<file path="src/rtl/ex_div_unit_pkg.sv">
// Shared divider constants and state encoding.
// Result width sits with the other EX-to-MEM bus width defines.
`ifndef EX_DIV_BUS_DEFINES
`define EX_DIV_BUS_DEFINES
`define EX_DIV_RES_W 64
`endif

package ex_div_unit_pkg;

    localparam int DIV_DW    = 32;
    localparam int DIV_CNT_W = 6;
    localparam int DIV_RES_W = `EX_DIV_RES_W;

    typedef enum logic [1:0] {
        DIV_IDLE   = 2'd0,
        DIV_BYZERO = 2'd1,
        DIV_BUSY   = 2'd2,
        DIV_DONE   = 2'd3
    } div_state_e;

endpackage

</file>
<file path="src/rtl/ex_div_unit_if.sv">
// EX <-> divider handshake: request held until ready, result {rem, quot}.
// No backpressure beyond the start/ready hold protocol.
interface ex_div_unit_if
    import ex_div_unit_pkg::*;
#(
    parameter int DW = DIV_DW
);
    logic              div_start;
    logic              div_signed;
    logic [DW-1:0]     div_opdata1;
    logic [DW-1:0]     div_opdata2;
    logic              div_annul;
    logic [2*DW-1:0]   div_result;
    logic              div_ready;
    logic              stallreq_for_div;

    modport master (
        output div_start, div_signed, div_opdata1, div_opdata2, div_annul,
        input  div_result, div_ready, stallreq_for_div
    );

    modport slave (
        input  div_start, div_signed, div_opdata1, div_opdata2, div_annul,
        output div_result, div_ready, stallreq_for_div
    );
endinterface

</file>
<file path="src/rtl/ex_div_unit_div_restore_step.sv">
// One restoring-division iteration; purely combinational, zero latency.
// No flow control: the caller decides when to register the outputs.
module div_restore_step #(
    parameter int DW = 32
) (
    input  logic [DW-1:0] rem_i,
    input  logic          dvd_msb_i,
    input  logic [DW-1:0] divisor_i,
    output logic [DW-1:0] rem_o,
    output logic          q_bit_o
);
    logic [DW:0] shifted;
    logic [DW:0] trial;

    assign shifted = {rem_i, dvd_msb_i};
    assign trial   = shifted - {1'b0, divisor_i};

    // rem_i < divisor keeps shifted below 2*divisor, so the sign bit is exact.
    assign q_bit_o = ~trial[DW];
    assign rem_o   = q_bit_o ? trial[DW-1:0] : shifted[DW-1:0];
endmodule

</file>
<file path="src/rtl/ex_div_unit.sv">
// 32-bit radix-2 restoring DIV/DIVU; result DW+1 edges after acceptance (2 for /0).
// EX holds div_start until div_ready; stallreq_for_div freezes the pipe meanwhile.
module ex_div_unit
    import ex_div_unit_pkg::*;
#(
    parameter int DW    = DIV_DW,
    parameter int CNT_W = DIV_CNT_W
) (
    input  logic          clk,
    input  logic          rst,
    ex_div_unit_if.slave  div_if
);
    div_state_e        state_q, state_d;
    logic [CNT_W-1:0]  cnt_q, cnt_d;
    logic [DW-1:0]     rem_q, rem_d;
    logic [DW-1:0]     dvd_q, dvd_d;
    logic [DW-1:0]     dvs_q, dvs_d;
    logic              q_neg_q, q_neg_d;
    logic              r_neg_q, r_neg_d;
    logic [2*DW-1:0]   result_q, result_d;
    logic              ready_q, ready_d;

    logic [DW-1:0]     step_rem;
    logic              step_qbit;
    logic [DW-1:0]     quot_raw;
    logic              op1_neg, op2_neg;
    logic [DW-1:0]     op1_mag, op2_mag;

    div_restore_step #(.DW(DW)) u_step (
        .rem_i     (rem_q),
        .dvd_msb_i (dvd_q[DW-1]),
        .divisor_i (dvs_q),
        .rem_o     (step_rem),
        .q_bit_o   (step_qbit)
    );

    // Quotient bits shift into the vacated low end of the dividend register.
    assign quot_raw = {dvd_q[DW-2:0], step_qbit};

    assign op1_neg = div_if.div_signed & div_if.div_opdata1[DW-1];
    assign op2_neg = div_if.div_signed & div_if.div_opdata2[DW-1];
    assign op1_mag = op1_neg ? -div_if.div_opdata1 : div_if.div_opdata1;
    assign op2_mag = op2_neg ? -div_if.div_opdata2 : div_if.div_opdata2;

    assign div_if.div_result       = result_q;
    assign div_if.div_ready        = ready_q;
    assign div_if.stallreq_for_div = div_if.div_start & ~ready_q;

    always_comb begin
        state_d  = state_q;
        cnt_d    = cnt_q;
        rem_d    = rem_q;
        dvd_d    = dvd_q;
        dvs_d    = dvs_q;
        q_neg_d  = q_neg_q;
        r_neg_d  = r_neg_q;
        result_d = result_q;
        ready_d  = ready_q;

        unique case (state_q)
            DIV_IDLE: begin
                ready_d  = 1'b0;
                result_d = '0;
                if (div_if.div_start && !div_if.div_annul) begin
                    if (div_if.div_opdata2 == '0) begin
                        state_d = DIV_BYZERO;
                    end else begin
                        state_d = DIV_BUSY;
                        dvd_d   = op1_mag;
                        dvs_d   = op2_mag;
                        q_neg_d = op1_neg ^ op2_neg;
                        r_neg_d = op1_neg;
                        rem_d   = '0;
                        cnt_d   = '0;
                    end
                end
            end
            DIV_BYZERO: begin
                if (div_if.div_annul) begin
                    state_d  = DIV_IDLE;
                    ready_d  = 1'b0;
                    result_d = '0;
                end else begin
                    state_d  = DIV_DONE;
                    ready_d  = 1'b1;
                    result_d = '0;
                end
            end
            DIV_BUSY: begin
                if (div_if.div_annul) begin
                    state_d  = DIV_IDLE;
                    ready_d  = 1'b0;
                    result_d = '0;
                end else begin
                    rem_d = step_rem;
                    dvd_d = quot_raw;
                    cnt_d = cnt_q + 1'b1;
                    if (cnt_q == CNT_W'(DW - 1)) begin
                        state_d  = DIV_DONE;
                        ready_d  = 1'b1;
                        result_d = {(r_neg_q ? -step_rem : step_rem),
                                    (q_neg_q ? -quot_raw : quot_raw)};
                    end
                end
            end
            DIV_DONE: begin
                if (div_if.div_annul || !div_if.div_start) begin
                    state_d  = DIV_IDLE;
                    ready_d  = 1'b0;
                    result_d = '0;
                end
            end
            default: begin
                state_d  = DIV_IDLE;
                ready_d  = 1'b0;
                result_d = '0;
            end
        endcase
    end

    always_ff @(posedge clk or negedge rst) begin
        if (!rst) begin
            state_q  <= DIV_IDLE;
            cnt_q    <= '0;
            rem_q    <= '0;
            dvd_q    <= '0;
            dvs_q    <= '0;
            q_neg_q  <= 1'b0;
            r_neg_q  <= 1'b0;
            result_q <= '0;
            ready_q  <= 1'b0;
        end else begin
            state_q  <= state_d;
            cnt_q    <= cnt_d;
            rem_q    <= rem_d;
            dvd_q    <= dvd_d;
            dvs_q    <= dvs_d;
            q_neg_q  <= q_neg_d;
            r_neg_q  <= r_neg_d;
            result_q <= result_d;
            ready_q  <= ready_d;
        end
    end
endmodule

</file>
<file path="src/flat_wrapper.sv">
// flat-port wrapper written by rule: the top's interface ports become plain ports
module ex_div_unit_flat import ex_div_unit_pkg::*;
#(
    parameter int DW    = DIV_DW,
    parameter int CNT_W = DIV_CNT_W
)
  (clk, rst, div_if_div_start, div_if_div_signed, div_if_div_opdata1, div_if_div_opdata2, div_if_div_annul, div_if_div_result, div_if_div_ready, div_if_stallreq_for_div);
  ex_div_unit_if #(.DW(DW)) div_if_i ();
  input  logic clk;
  input  logic rst;
  input wire logic [$bits(div_if_i.div_start)-1:0] div_if_div_start;
  input wire logic [$bits(div_if_i.div_signed)-1:0] div_if_div_signed;
  input wire logic [$bits(div_if_i.div_opdata1)-1:0] div_if_div_opdata1;
  input wire logic [$bits(div_if_i.div_opdata2)-1:0] div_if_div_opdata2;
  input wire logic [$bits(div_if_i.div_annul)-1:0] div_if_div_annul;
  output wire logic [$bits(div_if_i.div_result)-1:0] div_if_div_result;
  output wire logic [$bits(div_if_i.div_ready)-1:0] div_if_div_ready;
  output wire logic [$bits(div_if_i.stallreq_for_div)-1:0] div_if_stallreq_for_div;
  assign div_if_i.div_start = div_if_div_start;
  assign div_if_i.div_signed = div_if_div_signed;
  assign div_if_i.div_opdata1 = div_if_div_opdata1;
  assign div_if_i.div_opdata2 = div_if_div_opdata2;
  assign div_if_i.div_annul = div_if_div_annul;
  assign div_if_div_result = div_if_i.div_result;
  assign div_if_div_ready = div_if_i.div_ready;
  assign div_if_stallreq_for_div = div_if_i.stallreq_for_div;
  ex_div_unit #(.DW(DW), .CNT_W(CNT_W)) u_core (.clk(clk), .rst(rst), .div_if(div_if_i));
endmodule
</file>
<file path="config.mk">
export PLATFORM = sky130hd
export DESIGN_NAME = ex_div_unit_flat
export DESIGN_NICKNAME = d
export VERILOG_FILES = /design/src/rtl/ex_div_unit_pkg.sv /design/src/rtl/ex_div_unit_if.sv /design/src/rtl/ex_div_unit_div_restore_step.sv /design/src/rtl/ex_div_unit.sv /design/src/flat_wrapper.sv
export SDC_FILE = /design/constraint.sdc
export NUM_CORES = 1
export LEC_CHECK = 0
export ABC_CLOCK_PERIOD_IN_PS = 6350
export CORE_MARGIN = 5
export CORE_UTILIZATION = 50
export DETAILED_ROUTE_END_ITERATION = 8
export PLACE_DENSITY_LB_ADDON = 0.25
export SLEW_MARGIN = 20
export SYNTH_ARGS = -nofsm -noshare
export SYNTH_HDL_FRONTEND = slang
export SYNTH_SLANG_ARGS = --single-unit
</file>
<file path="constraint.sdc">
create_clock -name clk -period 6.35 [get_ports clk]
set_clock_uncertainty 0.2 [all_clocks]
set_input_delay 1.905 -clock clk [delete_from_list [all_inputs] [get_ports clk]]
set_output_delay 1.905 -clock clk [all_outputs]
set_load 0.005 [all_outputs]
</file>
==> results of run 1 <==
per-stage QoR:
stage                     util (%)  total power (µW)  hold WS, ns  instances
after CTS                     59.4              5850        0.286       1897
after global placement        56.9              4700        0.262       1865
after global routing          59.4              6300        0.301       1897
after detailed placement      56.9              4750        0.270       1865
after floorplan                  -              3810        0.250       1472
final                         59.4              5870        0.277       1897
cells in the final DEF, fill, tap and decap left out, drive strengths merged, types with 10 or more instances in the layout:
cell type | synthesis | routed
xor2 | 79 | 79
and3 | 11 | 11
a31oi | 20 | 20
nor4 | 15 | 15
or4 | 11 | 11
nand2b | 10 | 10
clkbuf | 39 | 17
nand4 | 15 | 15
buf | 39 | 14
nor3 | 32 | 32
ha | 41 | 41
o21a | 12 | 12
mux2i | 24 | 24
clkdlybuf4s50 | 0 | 133
inv | 55 | 63
xnor2 | 62 | 62
a21o | 15 | 15
o31ai | 20 | 20
or3 | 22 | 22
o21ai | 194 | 194
dfrtp | 171 | 171
nand2 | 196 | 196
a21oi | 76 | 76
nand3 | 52 | 52
a221o | 31 | 31
nor2 | 108 | 108
flip-flops by register name, summed over array words and instances, names as in the netlist:
name / flops
u_core.dvd_q: 32
u_core.div_if.div_ready: 1
u_core.rem_q: 32
u_core.state_q: 2
u_core.cnt_q: 6
u_core.div_if.div_result: 64
u_core.q_neg_q: 1
u_core.dvs_q: 32
u_core.r_neg_q: 1
area by class of cell:
cell class	instances	area, µm²	share of cell area, %
repair buffers	147	1450	10.1
inverters	55	211	1.46
well taps	324	405	2.80
clock inverters	15	188	1.30
multi-input cells	1168	7490	51.8
flip-flops and latches	171	4280	29.6
clock buffers	17	425	2.94
cells by family (layout without fill, tap and decap cells):
family	Yosys count	after routing	share of synthesized area, %
flops	171	171	34.7
fa+ha+maj	42	42	4.32
simple gates	512	512	20.4
compound gates	443	443	23.3
mux	30	30	2.49
xor+xnor	141	141	10.0
buf+inv	133	234	4.74
report_power, final:
group          switching [µW]  leakage, µW  internal [µW]
Combinational            1840      0.00341           1220
Sequential                323      0.00227           1410
Clock                     538     0.000293            538
worst max path at each step:
stage | startpoint | to | slack (ns) | cells after the start
after global routing | u_core.dvd_q[31] | u_core.div_if.div_result[60] | 0.64 | 21
final | u_core.dvd_q[31] | u_core.div_if.div_result[62] | 1.02 | 20
after CTS | u_core.dvd_q[31] | u_core.div_if.div_result[62] | 1.12 | 20
after detailed placement | div_if_div_opdata2[11] | u_core.cnt_q[4] | 0.80 | 14
after global placement | div_if_div_opdata2[10] | u_core.cnt_q[4] | 0.92 | 14
after floorplan | u_core.dvd_q[31] | u_core.div_if.div_result[62] | 1.38 | 24
critical path, stage by stage (launching register included):
cell	delay, ns
dfrtp_1	0.45
inv_1	0.08
ha_1	0.17
inv_1	0.06
fa_1	0.44
a211oi_2	0.31
o211ai_2	0.18
nand4_1	0.20
a21boi_1	0.10
o211a_2	0.31
inv_6	0.33
nor2_1	0.08
a21oi_1	0.28
ha_1	0.29
nor3b_1	0.22
nand3_1	0.17
or4_1	0.59
o41ai_4	0.11
nand4_1	0.17
or4_1	0.42
nand3_1	0.09
metal layers:
layer / up-vias / global-route usage [%]
met5: - / 0
met4: 0 / 8.08
met3: 64 / 3.63
met2: 400 / 39.6
met1: 5421 / 34.8
li1: 5482 / -
==> metrics.cfg, run 1 <==
[die]
die_h_um = 167
initial_core_util_pct = 50.7
core_area_um2 = 24300
die_x_um = 167
pin_count = 135
die_area_um2 = 27900
fp-row-count = 57

[worst_hold_path]
holdPathStages = 2
min_path_type = reg -> reg
whs_endpoint = u_core.div_if.div_result[51]
hold_start = u_core.div_if.div_result[51]

[critical_path]
r2r_setup_slack_ns = 1.02
path_max_fanout = 53
r2r_end = u_core.div_if.div_result[62]
r2r_cells = 20
required_ns = 6.53
critPathKind = reg -> reg
r2r_start = u_core.dvd_q[31]
end_kind = flip-flop
start_kind = flip-flop
crit_arrival_ns = 5.51

[sta]
setup_ws_ns = 1.02
finalCritPeriodShare_pct = 83.9
hold_violations = 0
tightest_slew_ns = 0.981
fmax_mhz = 188
slew_viol_final = 0
finalCriticalPeriod_ns = 5.33
worst_slew_margin_rel_pct = 34.6
setup_viol = 0
rsz0062_at_grt = false
tns_ns = 0

[routing]
drtAntennaViolNets = 0
routed_via_density = 5.99
route.vias.total = 11400
maxUsedRoutingLayer = met4
routed_wl_um = 35000
m1WireLength_um = 15700
drtPass1Iterations = 5
routed-wl-met3_um = 2100
route.detailed.drc = 0
drt_first_iter_violations = 936
wl_met2_um = 16300
wl_per_cell_um = 18.5

[power_and_ir_drop]
power-per-cell-area_nw_per_um2 = 406
ir_drop_uv = 205
leakagePower_uw = 0.00597

[finish]
final_nets = 1671
num_antenna_cells = 0
fillCellCount = 2164
final_layout_size_suffix_gt1_share_pct = 6.17
area_growth_pct = 17.2
fin_area_um2 = 14500

[synth]
synth.most_common_cell = nand2_1
async_flop_share_pct = 100
synth_edf_count = 0
ys.flop_type = dfrtp_1
yosys_register_bits = 171
netlist_area_um2 = 12300
yosysTopAreaCell = dfrtp_1
synth_top_area_share_pct = 34.7
synth_common_cells = nand2_1 (195), dfrtp_1 (171), o21ai_0 (168)
yosysWarnings = 0
synth_cells = 1472
ys_seq_area_share_pct = 34.7
avgSynthCellArea_um2 = 8.38
synthTopCellsByArea = dfrtp_1 (35%), o21ai_0 (6.8%), nand2_1 (5.9%), xor2_1 (5.6%), xnor2_1 (4.4%)
syn-num-nets = 1583
synth_cell_type_count = 93

[cts]
cts_tree = built
clk_pin_slew_ns = 0.07
post_cts_resize_count = 0
hold_buffers = 0
clock_latency_ns = 0.44
htree_levels = 4
cts_buffers = 17
cts_setup_buffers = 0
cts_root_buffer = clkbuf_16
clock_path_buffers = 2
clock_sinks = 171

[placement]
dp_slack_ns = 0.796
post_dp_cell_area_um2 = 13800
gp_congestion = 0.915
hpwlAfterDp_um = 26200
port_buffers = 134

[global_route]
grt_pass1_vias = 10800
grt_first_pass_wirelength_um = 57000
grt.overflow.total = 0
antenna_found_initial = 0
grt.total_usage_pct = 24.8
grt_start_max_net_pins = 104

[outcome]
outcome = completed

[flow_run]
cap_viol_max_count = 0

Power figures use the tool's default switching activity.
==> run 2, diff against run 1 <==
ABC_CLOCK_PERIOD_IN_PS = 4950   (was 6350)
clock period = 4.95 ns   (was 6.35 ns; I/O delays follow)
==> run 2 against run 1 <==
Compared with the run above:
- count of clock-buffer cells in the layout up 2
- clock power up 23%
- register-to-register slack worse by 0.80 ns
- via count up 1.6%
- die area unchanged
- utilization up 0.60 points
- worst setup slack worse by 0.80 ns
- global-route usage up 0.52 points
- sequential power up 28%
- hold slack better by 0.0027 ns
==> metrics.cfg, run 2 (synthesized netlist as in run 1, its figures left out) <==
[outcome]
outcome = completed  ; unchanged

[sta]
fmax_mhz = 212  ; was 188 MHz
setup_ws_ns = 0.224  ; was 1.02 ns
rsz0062_at_grt = false  ; unchanged
hold_violations = 0  ; unchanged
setup_viol = 0  ; unchanged
slew_viol_final = 0  ; unchanged
finalCriticalPeriod_ns = 4.73  ; was 5.33 ns
worst_slew_margin_rel_pct = 29.2  ; was 34.6%
finalCritPeriodShare_pct = 95.5  ; was 83.9%
tns_ns = 0  ; unchanged
tightest_slew_ns = 1.06  ; was 0.981 ns
holdWs_ns = 0.280  ; was 0.277 ns

[finish]
largest_reg_flops = 64  ; unchanged
mostFrequentLayoutCell = nand2_1  ; unchanged
num_antenna_cells = 0  ; unchanged
final_layout_size_suffix_gt1_share_pct = 7.23  ; was 6.17%
fin_util_pct = 60.0  ; was 59.4%
fillCellCount = 2150  ; was 2164
area_growth_pct = 18.3  ; was 17.2%
final_nets = 1688  ; was 1671
fin_cells = 1914  ; was 1897
layout_common_cells = nand2_1 (195), dfrtp_1 (171), o21ai_0 (168)  ; unchanged

[global_route]
grt.total_usage_pct = 25.3  ; was 24.8%
grt_first_pass_wirelength_um = 57900  ; was 57000 µm
grt_pass1_vias = 11100  ; was 10800
grt_start_max_net_pins = 69  ; was 104
antenna_found_initial = 1  ; was 0
grt.overflow.total = 0  ; unchanged

[critical_path]
crit_start = u_core.dvd_q[31]  ; unchanged
path_max_fanout = 4  ; was 53
max_stage_delay_ns = 0.39  ; was 0.59 ns
path_delay_family = compound AO/OA/AOI/OAI gates  ; was simple AND/OR/NAND/NOR gates
crit_buf_inv = 3  ; unchanged
cp_slowest_cell = dfrtp_1  ; was or4_1
required_ns = 5.03  ; was 6.53 ns
r2r_setup_slack_ns = 0.22  ; was 1.02 ns
crit_arrival_ns = 4.81  ; was 5.51 ns
r2r_start = u_core.dvd_q[31]  ; unchanged
start_kind = flip-flop  ; unchanged
path_cells = inv_1, ha_1, inv_1, fa_2, a211oi_4, o211ai_2, nand4_1, a21boi_1, o211a_2, inv_6, mux2i_2, ha_1, nor3b_1, nand3_1, nor4_1, a41oi_1, a211o_1, o21ai_1, xnor2_1, o21ai_1  ; was inv_1, ha_1, inv_1, fa_1, a211oi_2, o211ai_2, nand4_1, a21boi_1, o211a_2, inv_6, nor2_1, a21oi_1, ha_1, nor3b_1, nand3_1, or4_1, o41ai_4, nand4_1, or4_1, nand3_1
critPathKind = reg -> reg  ; unchanged
end_kind = flip-flop  ; unchanged

[routing]
routed_via_density = 6.04  ; was 5.99
drtPass1Iterations = 7  ; was 5
routed_wl_um = 36000  ; was 35000 µm
drt_first_iter_violations = 1075  ; was 936
drtAntennaViolNets = 0  ; unchanged
route.detailed.drc = 0  ; unchanged
route.vias.total = 11600  ; was 11400
wl_per_cell_um = 18.8  ; was 18.5 µm

[die]
die_h_um = 167  ; unchanged
pin_count = 135  ; unchanged
core_area_um2 = 24300  ; unchanged
die_area_um2 = 27900  ; unchanged
die_x_um = 167  ; unchanged
fp-row-count = 57  ; unchanged
initial_core_util_pct = 50.7  ; unchanged

[power_and_ir_drop]
power-per-cell-area_nw_per_um2 = 522  ; was 406 nW/µm²
ir_drop_uv = 298  ; was 205 µV
leakagePower_uw = 0.00605  ; was 0.00597 µW

[cts]
cts_root_buffer = clkbuf_16  ; unchanged
cts_setup_buffers = 0  ; unchanged
clock_latency_ns = 0.43  ; was 0.44 ns
clock_sinks = 171  ; unchanged
clock_path_buffers = 2  ; unchanged
cts_buffers = 17  ; unchanged
cts_tree = built  ; unchanged
htree_levels = 4  ; unchanged
clk_pin_slew_ns = 0.08  ; was 0.07 ns
hold_buffers = 0  ; unchanged
post_cts_resize_count = 0  ; unchanged

[placement]
gp_congestion = 0.931  ; was 0.915
hpwlAfterDp_um = 27100  ; was 26200 µm
dp_slack_ns = 0.0579  ; was 0.796 ns
port_buffers = 134  ; unchanged
place_inst = 1882  ; was 1865

[worst_hold_path]
hold_start = u_core.div_if.div_result[3]  ; was u_core.div_if.div_result[51]
min_path_type = reg -> reg  ; unchanged

[flow_run]
cap_viol_max_count = 0  ; unchanged

## run 2: worst paths after layout
| check | to | cells past startpoint |
|---|---|---|
| min reg2reg | u_core.div_if.div_result[3] | 2 |
| max reg2reg | u_core.div_if.div_result[56] | 20 |
| min in group asynchronous | u_core.div_if.div_result[44] | 1 |
| min | u_core.div_if.div_result[3] | 2 |
| max | u_core.div_if.div_result[56] | 20 |
| max in group asynchronous | u_core.div_if.div_result[35] | 2 |
## run 2: final cells by class
type,instances,area [µm²],area share (%)
Inverter,55,211,1.45
Tap cell,324,405,2.78
Clock buffer,19,433,2.97
Timing Repair Buffer,164,1620,11.1
Multi-Input combinational cell,1168,7510,51.4
Sequential cell,171,4280,29.3
Clock inverter,13,141,0.968
## run 2: stage by stage
step                      instance area, µm²  power [µW]
after detailed placement               14000        6210
after global placement                 14000        6140
final                                  14600        7630
after floorplan                        12300        4880
after global routing                   14600        8140
after CTS                              14600        7560
## run 2: where the power goes
group          internal (µW)  total, µW  switching, µW
clock                    709       1330            622
combinational           1660       4080           2420
sequential              1810       2210            409
## run 2: tightest hold or removal path, stage by stage, from the launching register on
cell and delay [ns]:
dfrtp_1 0.34, nand2_1 0.05, o21ai_0 0.06
## run 2: layer usage
metal | vias up | track usage [%] | wire (µm)
met5 | - | 0 | 0
met4 | 0 | 8.18 | 981
met3 | 65 | 3.79 | 1960
met2 | 408 | 40.4 | 16700
met1 | 5570 | 35.5 | 16300
li1 | 5508 | - | -
